**src/rtl/spi_reg_write_sequencer_pkg.sv**
```systemverilog
// Shared definitions for the SPI register write sequencer.
//   seq_state_t    : sequencer FSM states (IDLE, ADDR, DATA, DISCARD)
//   register map   : 4 PWM channels x 6 bytes, bases 0/6/12/18, 24 registers
//   next_reg_addr  : address auto-increment with optional wrap at the top
package spi_reg_write_sequencer_pkg;

  typedef enum logic [1:0] {
    ST_IDLE    = 2'd0,
    ST_ADDR    = 2'd1,
    ST_DATA    = 2'd2,
    ST_DISCARD = 2'd3
  } seq_state_t;

  localparam int BYTES_PER_CHANNEL = 6;
  localparam int NUM_CHANNELS      = 4;
  localparam int CH0_BASE          = 0;
  localparam int CH1_BASE          = 6;
  localparam int CH2_BASE          = 12;
  localparam int CH3_BASE          = 18;
  localparam int DEFAULT_NUM_REGS  = NUM_CHANNELS * BYTES_PER_CHANNEL;

  // Next write address after a data byte. At the top of the map the
  // address either wraps to 0 or holds (the FSM then discards the rest).
  function automatic logic [7:0] next_reg_addr(input logic [7:0] addr,
                                               input logic [7:0] last_addr,
                                               input logic       wrap);
    if (addr == last_addr) begin
      return wrap ? 8'd0 : addr;
    end
    return addr + 8'd1;
  endfunction

endpackage

```
**src/rtl/spi_reg_write_sequencer_toggle_synchronizer.sv**
```systemverilog
// Toggle synchronizer: two flops bring an asynchronous level into the CLK
// domain, a third flop detects changes of the synchronized level.
//   CLK      in  system clock
//   RST      in  asynchronous active-high reset (flops load ResetLevel)
//   AsyncIn  in  asynchronous level / toggle input
//   Level    out synchronized level (second flop)
//   Pulse    out one-cycle pulse whenever the synchronized level changes
module spi_reg_write_sequencer_toggle_synchronizer #(
  parameter logic ResetLevel = 1'b0
) (
  input  logic CLK,
  input  logic RST,
  input  logic AsyncIn,
  output logic Level,
  output logic Pulse
);

  // sync_q[0], sync_q[1]: metastability chain; sync_q[2]: previous level.
  logic [2:0] sync_q;

  always_ff @(posedge CLK or posedge RST) begin
    if (RST) begin
      sync_q <= {3{ResetLevel}};
    end else begin
      sync_q <= {sync_q[1:0], AsyncIn};
    end
  end

  assign Level = sync_q[1];
  assign Pulse = sync_q[1] ^ sync_q[2];

endmodule

```
**src/rtl/spi_reg_write_sequencer.sv**
```systemverilog
// SPI register write sequencer. Turns each SPI frame into register writes:
// the first byte of a frame is the start address, every later byte is
// written to the current address, which then auto-increments.
//   CLK          in   system clock (at least 4x SCLK)
//   RST          in   asynchronous active-high reset
//   _CS          in   host chip select, active low, asynchronous
//   RXToggle     in   toggles once per received SPI byte, asynchronous
//   RXByte       in   received byte, stable until the next byte completes
//   AddressBus   out  register address
//   WriteBus     out  write data
//   _Write       out  active-low write strobe, one CLK cycle per data byte
//   FrameActive  out  high while the FSM is not IDLE
//   ByteCount    out  bytes received in the current frame, saturating at 255
//   AddrError    out  sticky: an address byte was out of range
//   FsmState     out  current FSM state (debug visibility)
//
// Handshake: there is no back-pressure. A byte is accepted on the single
// cycle its synchronized toggle changes (byte_evt); the register bank must
// take WriteBus/AddressBus on the one cycle _Write is low.
module spi_reg_write_sequencer
  import spi_reg_write_sequencer_pkg::*;
#(
  parameter int NumOfRegisters = DEFAULT_NUM_REGS,
  parameter int AutoWrap       = 1
) (
  input  logic       CLK,
  input  logic       RST,
  input  logic       _CS,
  input  logic       RXToggle,
  input  logic [7:0] RXByte,
  output logic [7:0] AddressBus,
  output logic [7:0] WriteBus,
  output logic       _Write,
  output logic       FrameActive,
  output logic [7:0] ByteCount,
  output logic       AddrError,
  output logic [1:0] FsmState
);

  localparam logic [7:0] LAST_ADDR = 8'(NumOfRegisters - 1);
  localparam logic       WRAP      = (AutoWrap != 0);

  logic cs_n_sync;
  logic cs_edge_unused;
  logic rx_level_unused;
  logic byte_evt;

  spi_reg_write_sequencer_toggle_synchronizer #(.ResetLevel(1'b1)) u_cs_sync (
    .CLK     (CLK),
    .RST     (RST),
    .AsyncIn (_CS),
    .Level   (cs_n_sync),
    .Pulse   (cs_edge_unused)
  );

  spi_reg_write_sequencer_toggle_synchronizer #(.ResetLevel(1'b0)) u_rx_sync (
    .CLK     (CLK),
    .RST     (RST),
    .AsyncIn (RXToggle),
    .Level   (rx_level_unused),
    .Pulse   (byte_evt)
  );

  seq_state_t state_q, state_d;
  logic [7:0] addr_q, addr_d;
  logic [7:0] wdata_q, wdata_d;
  logic       write_n_q, write_n_d;
  logic [7:0] count_q, count_d;
  logic       err_q, err_d;

  always_ff @(posedge CLK or posedge RST) begin
    if (RST) begin
      state_q   <= ST_IDLE;
      addr_q    <= 8'd0;
      wdata_q   <= 8'd0;
      write_n_q <= 1'b1;
      count_q   <= 8'd0;
      err_q     <= 1'b0;
    end else begin
      state_q   <= state_d;
      addr_q    <= addr_d;
      wdata_q   <= wdata_d;
      write_n_q <= write_n_d;
      count_q   <= count_d;
      err_q     <= err_d;
    end
  end

  always_comb begin
    state_d   = state_q;
    addr_d    = addr_q;
    wdata_d   = wdata_q;
    write_n_d = 1'b1;
    count_d   = count_q;
    err_d     = err_q;

    // The cycle after a strobe advances the address. This runs in every
    // state so a strobe still pending when _CS rises completes normally.
    if (!write_n_q) begin
      addr_d = next_reg_addr(addr_q, LAST_ADDR, WRAP);
    end

    if (byte_evt && (state_q != ST_IDLE) && (count_q != 8'hFF)) begin
      count_d = count_q + 8'd1;
    end

    case (state_q)
      ST_IDLE: begin
        if (!cs_n_sync) begin
          state_d = ST_ADDR;
          count_d = 8'd0;
          err_d   = 1'b0;
        end
      end
      ST_ADDR: begin
        if (byte_evt) begin
          if (RXByte <= LAST_ADDR) begin
            addr_d  = RXByte;
            state_d = ST_DATA;
          end else begin
            err_d   = 1'b1;
            state_d = ST_DISCARD;
          end
        end
      end
      ST_DATA: begin
        if (byte_evt) begin
          wdata_d   = RXByte;
          write_n_d = 1'b0;
          if (!WRAP && (addr_q == LAST_ADDR)) begin
            state_d = ST_DISCARD;
          end
        end
      end
      ST_DISCARD: begin
      end
      default: state_d = ST_IDLE;
    endcase

    // End of frame wins over the next state, but the byte seen in this
    // same cycle has already been processed above.
    if ((state_q != ST_IDLE) && cs_n_sync) begin
      state_d = ST_IDLE;
    end
  end

  assign AddressBus  = addr_q;
  assign WriteBus    = wdata_q;
  assign _Write      = write_n_q;
  assign FrameActive = (state_q != ST_IDLE);
  assign ByteCount   = count_q;
  assign AddrError   = err_q;
  assign FsmState    = state_q;

endmodule

```
**config.mk**
```make
export PLATFORM = sky130hd
export DESIGN_NAME = spi_reg_write_sequencer
export DESIGN_NICKNAME = d
export VERILOG_FILES = /design/src/rtl/spi_reg_write_sequencer_pkg.sv /design/src/rtl/spi_reg_write_sequencer_toggle_synchronizer.sv /design/src/rtl/spi_reg_write_sequencer.sv
export SDC_FILE = /design/constraint.sdc
export NUM_CORES = 1
export LEC_CHECK = 0
export ABC_AREA = 1
export CAP_MARGIN = 30
export CORE_MARGIN = 2
export CORE_UTILIZATION = 30
export DETAILED_ROUTE_END_ITERATION = 6
export GPL_ROUTABILITY_DRIVEN = 0
export SLEW_MARGIN = 25
export SYNTH_ARGS = -nofsm -noshare
export SYNTH_HDL_FRONTEND = slang
export SYNTH_HIERARCHICAL = 1
export SYNTH_SLANG_ARGS = --single-unit
```
**constraint.sdc**
```tcl
create_clock -name CLK -period 4.15 [get_ports CLK]
set_clock_uncertainty 0.15 [all_clocks]
set_input_delay 0.83 -clock CLK [delete_from_list [all_inputs] [get_ports CLK]]
set_output_delay 0.83 -clock CLK [all_outputs]
set_load 0.02 [all_outputs]
```
==> metrics <==
clock group share of total power=0.192; largest net degree at the start of global routing=29; Worst Hold End=u_rx_sync/sync_q[1]$_DFF_PP0_; core box area=5440 um2; Final Hold Viols=0; vias per cell=4.46; Final Cycle Share=0.620; Final Cell Area=2240 um2; Initial DRT Pass Iterations=4; Sink Count=33; Pint=0.835 mW; hold path cells=0; Post-CTS Setup Repair Bufs=0; launch point of the worst reg-to-reg path=u_rx_sync/sync_q[1]$_DFF_PP0_; share of cells above drive strength 1=0.127; Switching Power=0.509 mW; mean post-synth cell area=8.16 um2; synthesized net count=218; post-route ant nets=0; Crit path largest cell delay=0.62 ns; I/O Buffers=40; Min Clock Period, post-route=2.57 ns; Startpoint Class=flop; Tightest Pin Transition=0.573 ns; H-tree depth=2; Synth Cell Area=1660 um2; P_leak=1.04 nW; Flop pwr share=0.380; status=complete, no violations; number of I/O pins=41; Worst path slowest cell=clkdlybuf4s50_1; DRT iter0 DRCs=90; total power=1.34 mW; crit path DAT=1.59 ns; CTS Buf Count=5; gr usage total=0.124; clock buffer depth=2; Reg2Reg Depth=5; RSZ-0062 raised after global routing=false; HP Class=flop to flop; final setup fails=0; HPWL Detailed=2.68 mm; Yosys warning count=6; peak supply drop=337 uV; Initial Util=0.306; CP max FO=5; worst r2r dst=WriteBus[0]$_DFFE_PP0P_; clock latency on the worst-skew pair=0.28 ns; TritonCTS clock tree=built; nets=264; Max Transition Viols Final=0; vias in the first global route=1283; total vias in the final route=1440; Area Overhead vs Synth=34.9%; hold slack=0.200 ns; Die Y=78.5 um; PwrDens=599 nW/um2; Max Cap Viol=0; Post-CTS Resized=0; Critical Path RT=3.17 ns; worst-path cell chain=inv_1 > nand2_1 > clkdlybuf4s50_1; R2R setup slack=2.58 ns; first-pass GRT wire length=5.91 mm; gr ovfl total=0; Synth Instances=204; hold_buf cts=0; total wire length=3.47 mm; antenna fix cells=0; WS Path Type=flop to primary output; Sw Ratio=0.379; Area after DPL=2140 um2; FP Rows=27; initial antenna violation count=0; endpoint type of the worst setup path=primary output; HP Start=u_rx_sync/sync_q[0]$_DFF_PP0_; die span in x=78.5 um; die area=6160 um2; clock-pin slew on the worst setup and hold paths=0.06 ns; Combinational Power Share=0.428; DR DRC count=0; DR WL/cell=10.7 um; fmax=389 MHz; Slew headroom=0.617; Fin Setup TNS=0 ns; CTS Root Cell=clkbuf_8
## flip-flops by register name, summed over array words and instances, names as in the netlist
signal            count
AddrError             1
AddressBus            8
ByteCount             8
FsmState              2
WriteBus              8
_Write                1
u_cs_sync/sync_q      2
u_rx_sync/sync_q      3
## cell usage in the layout (no fill, tap or decap), drive strengths merged
master	n
nand2	60
clkdlybuf4s50	40
inv	31
dfrtp	30
nor2	27
nand3	13
o21ai	10
a21oi	7
clkbuf	7
nand4	6
nor3	4
mux2	4
dfstp	3
ha	2
a21boi	1
o21bai	1
xor2	1
xnor2	1
nand3b	1
a211oi	1
clkinv	1
## per-stage QoR
stage / setup slack, ns / cells / util
4_1_cts: 1.56 / 323 / 0.413
5_1_grt: 1.47 / 323 / 0.413
3_5_place_dp: 1.90 / 315 / 0.394
6_report: 1.58 / 323 / 0.413
3_3_place_gp: 1.78 / 315 / 0.394
2_1_floorplan: 2.35 / 204 / -
## area by class of cell
type | count | area (um2)
fillers | 531 | 3190
clock inverters | 1 | 5.00
multi-input cells | 139 | 707
well taps | 72 | 90.1
repair buffers | 40 | 400
inverters | 31 | 116
flip-flops and latches | 33 | 830
clock buffers | 7 | 96.3
## worst max path at each step
| stage | from | end | slack, ns | cells after the start |
|---|---|---|---|---|
| floorplan | FsmState[1]$_DFFE_PP0P_ | FrameActive | 2.35 | 2 |
| global placement | RST | ByteCount[6]$_DFF_PP0_ | 1.78 | 2 |
| detailed placement | FsmState[1]$_DFFE_PP0P_ | FrameActive | 1.90 | 3 |
| CTS | FsmState[1]$_DFFE_PP0P_ | FrameActive | 1.56 | 3 |
| global route | FsmState[1]$_DFFE_PP0P_ | FrameActive | 1.47 | 3 |
| finish | FsmState[1]$_DFFE_PP0P_ | FrameActive | 1.58 | 3 |
## layer usage
metal	part of all wire	global-route usage	vias to the layer above
met5	0	0	-
met2	0.47	0.189	29
met4	0.021	0.0596	0
met1	0.47	0.157	668
met3	0.037	0.0437	6
li1	-	-	737
## critical path, delay by kind of cell, from the launching register on
family | cells | cell delay [ns]
DFF | 1 | 0.47
and+or+nand+nor | 1 | 0.13
buffers and inverters | 2 | 0.71
## power groups by stage
stage | registers (mW) | clock network, mW | logic (mW)
after floorplan | 0.609 | 0 | 0.228
after global routing | 0.529 | 0.287 | 0.630
after detailed placement | 0.519 | 0 | 0.581
after global placement | 0.516 | 0 | 0.577
after CTS | 0.513 | 0.268 | 0.584
final | 0.511 | 0.258 | 0.576
(Power assumes the default switching activity.)
==> RTL change 1, RTL diff (config.mk and constraints unchanged) <==
Put one more register stage on the output `ByteCount`, cleared by the reset. The value now appears one clock later. The other outputs are not delayed to match.
--- a/src/rtl/spi_reg_write_sequencer.sv
+++ b/src/rtl/spi_reg_write_sequencer.sv
@@ -148,7 +148,13 @@
   assign WriteBus    = wdata_q;
   assign _Write      = write_n_q;
   assign FrameActive = (state_q != ST_IDLE);
-  assign ByteCount   = count_q;
+  always_ff @(posedge CLK or posedge RST) begin
+    if (RST) begin
+      ByteCount <= '0;
+    end else begin
+      ByteCount <= count_q;
+    end
+  end
   assign AddrError   = err_q;
   assign FsmState    = state_q;
 
Check against the original RTL: not equivalent (a bounded check fails within 10 cycles, from zero or initial values and one cycle with RST high).
==> RTL change 1 against the unedited design <==
Combinational power about the same; wire length up 4.8%; synthesized area grew 12%; worst setup slack gained 0.016 ns; final area is 8.9% higher; sequential cell count rose by 8; critical path type unchanged; register-to-register slack got worse by 0.02 ns; total power is 7.2% higher.
==> RTL change 1: results (changes against the unedited design) <==
metric,value,unit,change
routedWlPerCell,10.8,um,+1.1%
antenna_cells_inserted,0,,unchanged
max_stage_delay,0.62,ns,about the same
n_fill_cell,634,,+19%
cts_root_buf,clkbuf_8,,
detail_route.first_pass.iterations,4,,unchanged
h-tree-depth,2,,unchanged
drive_gt1_share,11.5,%,-1.2 points
antenna_found_initial,0,,unchanged
pre_cts_ws,1.93,ns,+0.0278 ns
grt_pass1_wl,6.38,mm,+7.9%
ir_worst_vdd,323,uV,-4.0%
whs,0.203,ns,+0.00307 ns
syn-num-nets,226,,+3.7%
place_inst,327,,+3.8%
crit_fanout,5,,unchanged
ff2ff_setup_slack,2.56,ns,-0.02 ns
p_leak,1.15,nW,+10%
synth_cells,212,,+3.9%
vias_per_cell,4.41,,-1.2%
status,"finished, final reports clean",,
timing.slew.headroom,69.5,%,+7.8 points
clockBufferDepth,2,,unchanged
cts.clk_slew.worst_paths,0.08,ns,+0.02 ns
synthToLayoutAreaGrowth,31.1,%,
clock.fmax,391,MHz,+0.61%
grt_max_degree,37,,+28%
crit_arrival,1.58,ns,
track_usage,11.5,%,-0.90 points
first_global_vias,1395,,+8.7%
place_area,0.00235,mm^2,+9.9%
final_net_count,273,,+3.4%
dp_hpwl,2.68,mm,about the same
drt_iter0_markers,81,,-10%
postRouteAntennaNets,0,,unchanged
final_cells,335,,+3.7%
[RTL change 1: path summary, 6_finish.rpt]
path / from / to / cells past startpoint
max in group asynchronous: RST / _Write$_DFF_PP1_ / 3
worst max register to register: u_rx_sync/sync_q[1]$_DFF_PP0_ / WriteBus[0]$_DFFE_PP0P_ / 5
worst max-delay path: FsmState[1]$_DFFE_PP0P_ / FrameActive / 3
worst min register to register: u_rx_sync/sync_q[0]$_DFF_PP0_ / u_rx_sync/sync_q[1]$_DFF_PP0_ / 0
worst min-delay path: u_rx_sync/sync_q[0]$_DFF_PP0_ / u_rx_sync/sync_q[1]$_DFF_PP0_ / 0
min in group asynchronous: RST / u_rx_sync/sync_q[0]$_DFF_PP0_ / 2
[RTL change 1: worst max-delay path, delay by kind of cell (launching register included)]
family	cells	cell delay, ns
simple gates	1	0.13
flops	1	0.45
buf+inv	2	0.70
[RTL change 1: power breakdown]
group | switching (mW) | leakage (nW) | total [mW] | internal, mW
clock | 0.128 | 0.0455 | 0.264 | 0.136
sequential | 0.0939 | 0.518 | 0.599 | 0.505
combinational | 0.308 | 0.582 | 0.578 | 0.270
total | 0.530 | 1.15 | 1.44 | 0.911
[RTL change 1: layer usage]
| metal | part of all wire [%] | wire length [um] | track usage (%) | up-vias |
|---|---|---|---|---|
| met5 | 0 | 0 | 0 | - |
| met4 | 2.2 | 79 | 5.37 | 0 |
| met3 | 3.6 | 132 | 2.98 | 6 |
| met2 | 47 | 1700 | 17.2 | 25 |
| met1 | 47 | 1720 | 15.6 | 681 |
| li1 | - | - | - | 764 |
[RTL change 1: final cells by class]
type / count / area share (%)
flip-flops and latches: 41 / 42.1
multi-input cells: 139 / 28.9
repair buffers: 41 / 16.7
inverters: 31 / 4.76
well taps: 75 / 3.84
clock buffers: 8 / 3.68
==> RTL change 2, RTL diff (config.mk and constraints unchanged) <==
Made on the original files. `ResetLevel` is set to 1'b0 in 2 places; all go to 1'b1.
--- a/src/rtl/spi_reg_write_sequencer_toggle_synchronizer.sv
+++ b/src/rtl/spi_reg_write_sequencer_toggle_synchronizer.sv
@@ -6,7 +6,7 @@
 //   Level    out synchronized level (second flop)
 //   Pulse    out one-cycle pulse whenever the synchronized level changes
 module spi_reg_write_sequencer_toggle_synchronizer #(
-  parameter logic ResetLevel = 1'b0
+  parameter logic ResetLevel = 1'b1
 ) (
   input  logic CLK,
   input  logic RST,
--- a/src/rtl/spi_reg_write_sequencer.sv
+++ b/src/rtl/spi_reg_write_sequencer.sv
@@ -53,7 +53,7 @@
     .Pulse   (cs_edge_unused)
   );
 
-  spi_reg_write_sequencer_toggle_synchronizer #(.ResetLevel(1'b0)) u_rx_sync (
+  spi_reg_write_sequencer_toggle_synchronizer #(.ResetLevel(1'b1)) u_rx_sync (
     .CLK     (CLK),
     .RST     (RST),
     .AsyncIn (RXToggle),
Check against the original RTL: no difference found for any inputs over 10 cycles, from zero or initial values and one cycle with RST high; that may be too few to reach the edited logic, so the function may still have changed.
==> RTL change 2 against the unedited design <==
Final area rose by 0.17%; sequential cell count did not move; wire length rose by 1.5%; register-to-register slack got worse by 0.11 ns; sequential share of layout area rose by 0.11 points; synthesized area rose by 0.23%; worst setup slack improved by 0.035 ns; total power rose by 0.63%; clock power rose by 2%; largest cell class unchanged.
==> RTL change 2: results (changes against the unedited design) <==
metric,value,unit,change
vias,1417,,-1.6%
ff2ff_setup_slack,2.47,ns,-0.11 ns
max_stage_delay,0.62,ns,about the same
crit_arrival,1.56,ns,-0.03 ns
clk_latency,0.28,ns,about the same
finalHoldViolations,0,,unchanged
clockBufferDepth,2,,unchanged
min_path_cells,0,,unchanged
cts_buffers,5,,unchanged
drt_iter0_markers,69,,-23%
critical_path.slowest_cell,clkdlybuf4s50_1,,
first_global_vias,1306,,+1.8%
cts_root_buf,clkbuf_8,,
final_net_count,264,,unchanged
detail_route.first_pass.iterations,4,,unchanged
io_buffers,40,,unchanged
crit_fanout,5,,unchanged
ir_worst_vdd,395,uV,+17%
r2r_start,u_rx_sync/sync_q[1]$_DFF_PP1_,,
p_leak,1.04,nW,-0.33%
hold_path.class,register to register,,
place_area,0.00215,mm^2,+0.17%
yosysWarnings,6,,unchanged
critPathLaunch,FsmState[1]$_DFFE_PP0P_,,
cts_resized,0,,unchanged
dp_hpwl,2.73,mm,+1.8%
cp-endpoint,FrameActive,,
post_cts_buffers,0,,unchanged
track_usage,12.2,%,-0.19 points
status,"finished, final reports clean",,
syn-num-nets,218,,unchanged
cts.clk_slew.worst_paths,0.07,ns,
rr_worst_depth,4,,-1
timing.slew.headroom,61.0,%,-0.75 points
drive_gt1_share,13.9,%,+1.2 points
r2r_end,WriteBus[0]$_DFFE_PP0P_,,
grt_pass1_wl,5.91,mm,-0.12%
grt_max_degree,29,,unchanged
antenna_cells_inserted,0,,unchanged
n_fill_cell,526,,-0.94%
h-tree-depth,2,,unchanged
antenna_found_initial,0,,unchanged
routedWlPerCell,10.9,um,+1.5%
## RTL change 2: worst max-delay path: cells and delay by family, from the launching register on
family	cells	cell delay [ns]
buffers and inverters	2	0.70
flip-flops	1	0.44
AND/OR/NAND/NOR	1	0.13
## RTL change 2: how the worst min path moves through the flow
| stage | from | endpoint | slack (ns) |
|---|---|---|---|
| 2_1_floorplan | u_cs_sync/sync_q[0]$_DFF_PP1_ | u_cs_sync/sync_q[1]$_DFF_PP1_ | 0.20 |
| 3_3_place_gp | u_rx_sync/sync_q[0]$_DFF_PP1_ | u_rx_sync/sync_q[1]$_DFF_PP1_ | 0.20 |
| 3_5_place_dp | u_cs_sync/sync_q[0]$_DFF_PP1_ | u_cs_sync/sync_q[1]$_DFF_PP1_ | 0.20 |
| 4_1_cts | u_rx_sync/sync_q[0]$_DFF_PP1_ | u_rx_sync/sync_q[1]$_DFF_PP1_ | 0.21 |
| 5_1_grt | u_rx_sync/sync_q[0]$_DFF_PP1_ | u_rx_sync/sync_q[1]$_DFF_PP1_ | 0.21 |
| 6_report | u_rx_sync/sync_q[0]$_DFF_PP1_ | u_rx_sync/sync_q[1]$_DFF_PP1_ | 0.21 |
## RTL change 2: metal layers
metal / vias to the layer above / track usage [%] / wire (um)
li1: 736 / - / -
met1: 645 / 15.5 / 1640
met2: 25 / 19.0 / 1620
met3: 11 / 2.87 / 142
met4: 0 / 7.19 / 109
met5: - / 0 / 0
## RTL change 2: layout make-up
| cell class | instances | area share, % |
|---|---|---|
| clock buffer | 7 | 4.28 |
| clock inverter | 1 | 0.223 |
| timing repair buffer | 40 | 17.8 |
| inverter | 31 | 5.18 |
| sequential | 33 | 37.1 |
| multi-input combinational | 139 | 31.4 |
| tap | 72 | 4.01 |
## RTL change 2: through the flow
step                      total power [mW]  utilization (%)  std cells  setup WS [ns]
after global routing                  1.45             41.3        323           1.52
after global placement                1.09             39.5        315           1.78
final                                 1.35             41.3        323           1.61
after detailed placement              1.10             39.5        315           1.93
after floorplan                      0.838                -        204           2.35
after CTS                             1.37             41.3        323           1.60
## RTL change 2: where the power goes
part	internal [mW]	switching, mW
sequential	0.417	0.0967
combinational	0.270	0.307
clock	0.150	0.113
total	0.836	0.517
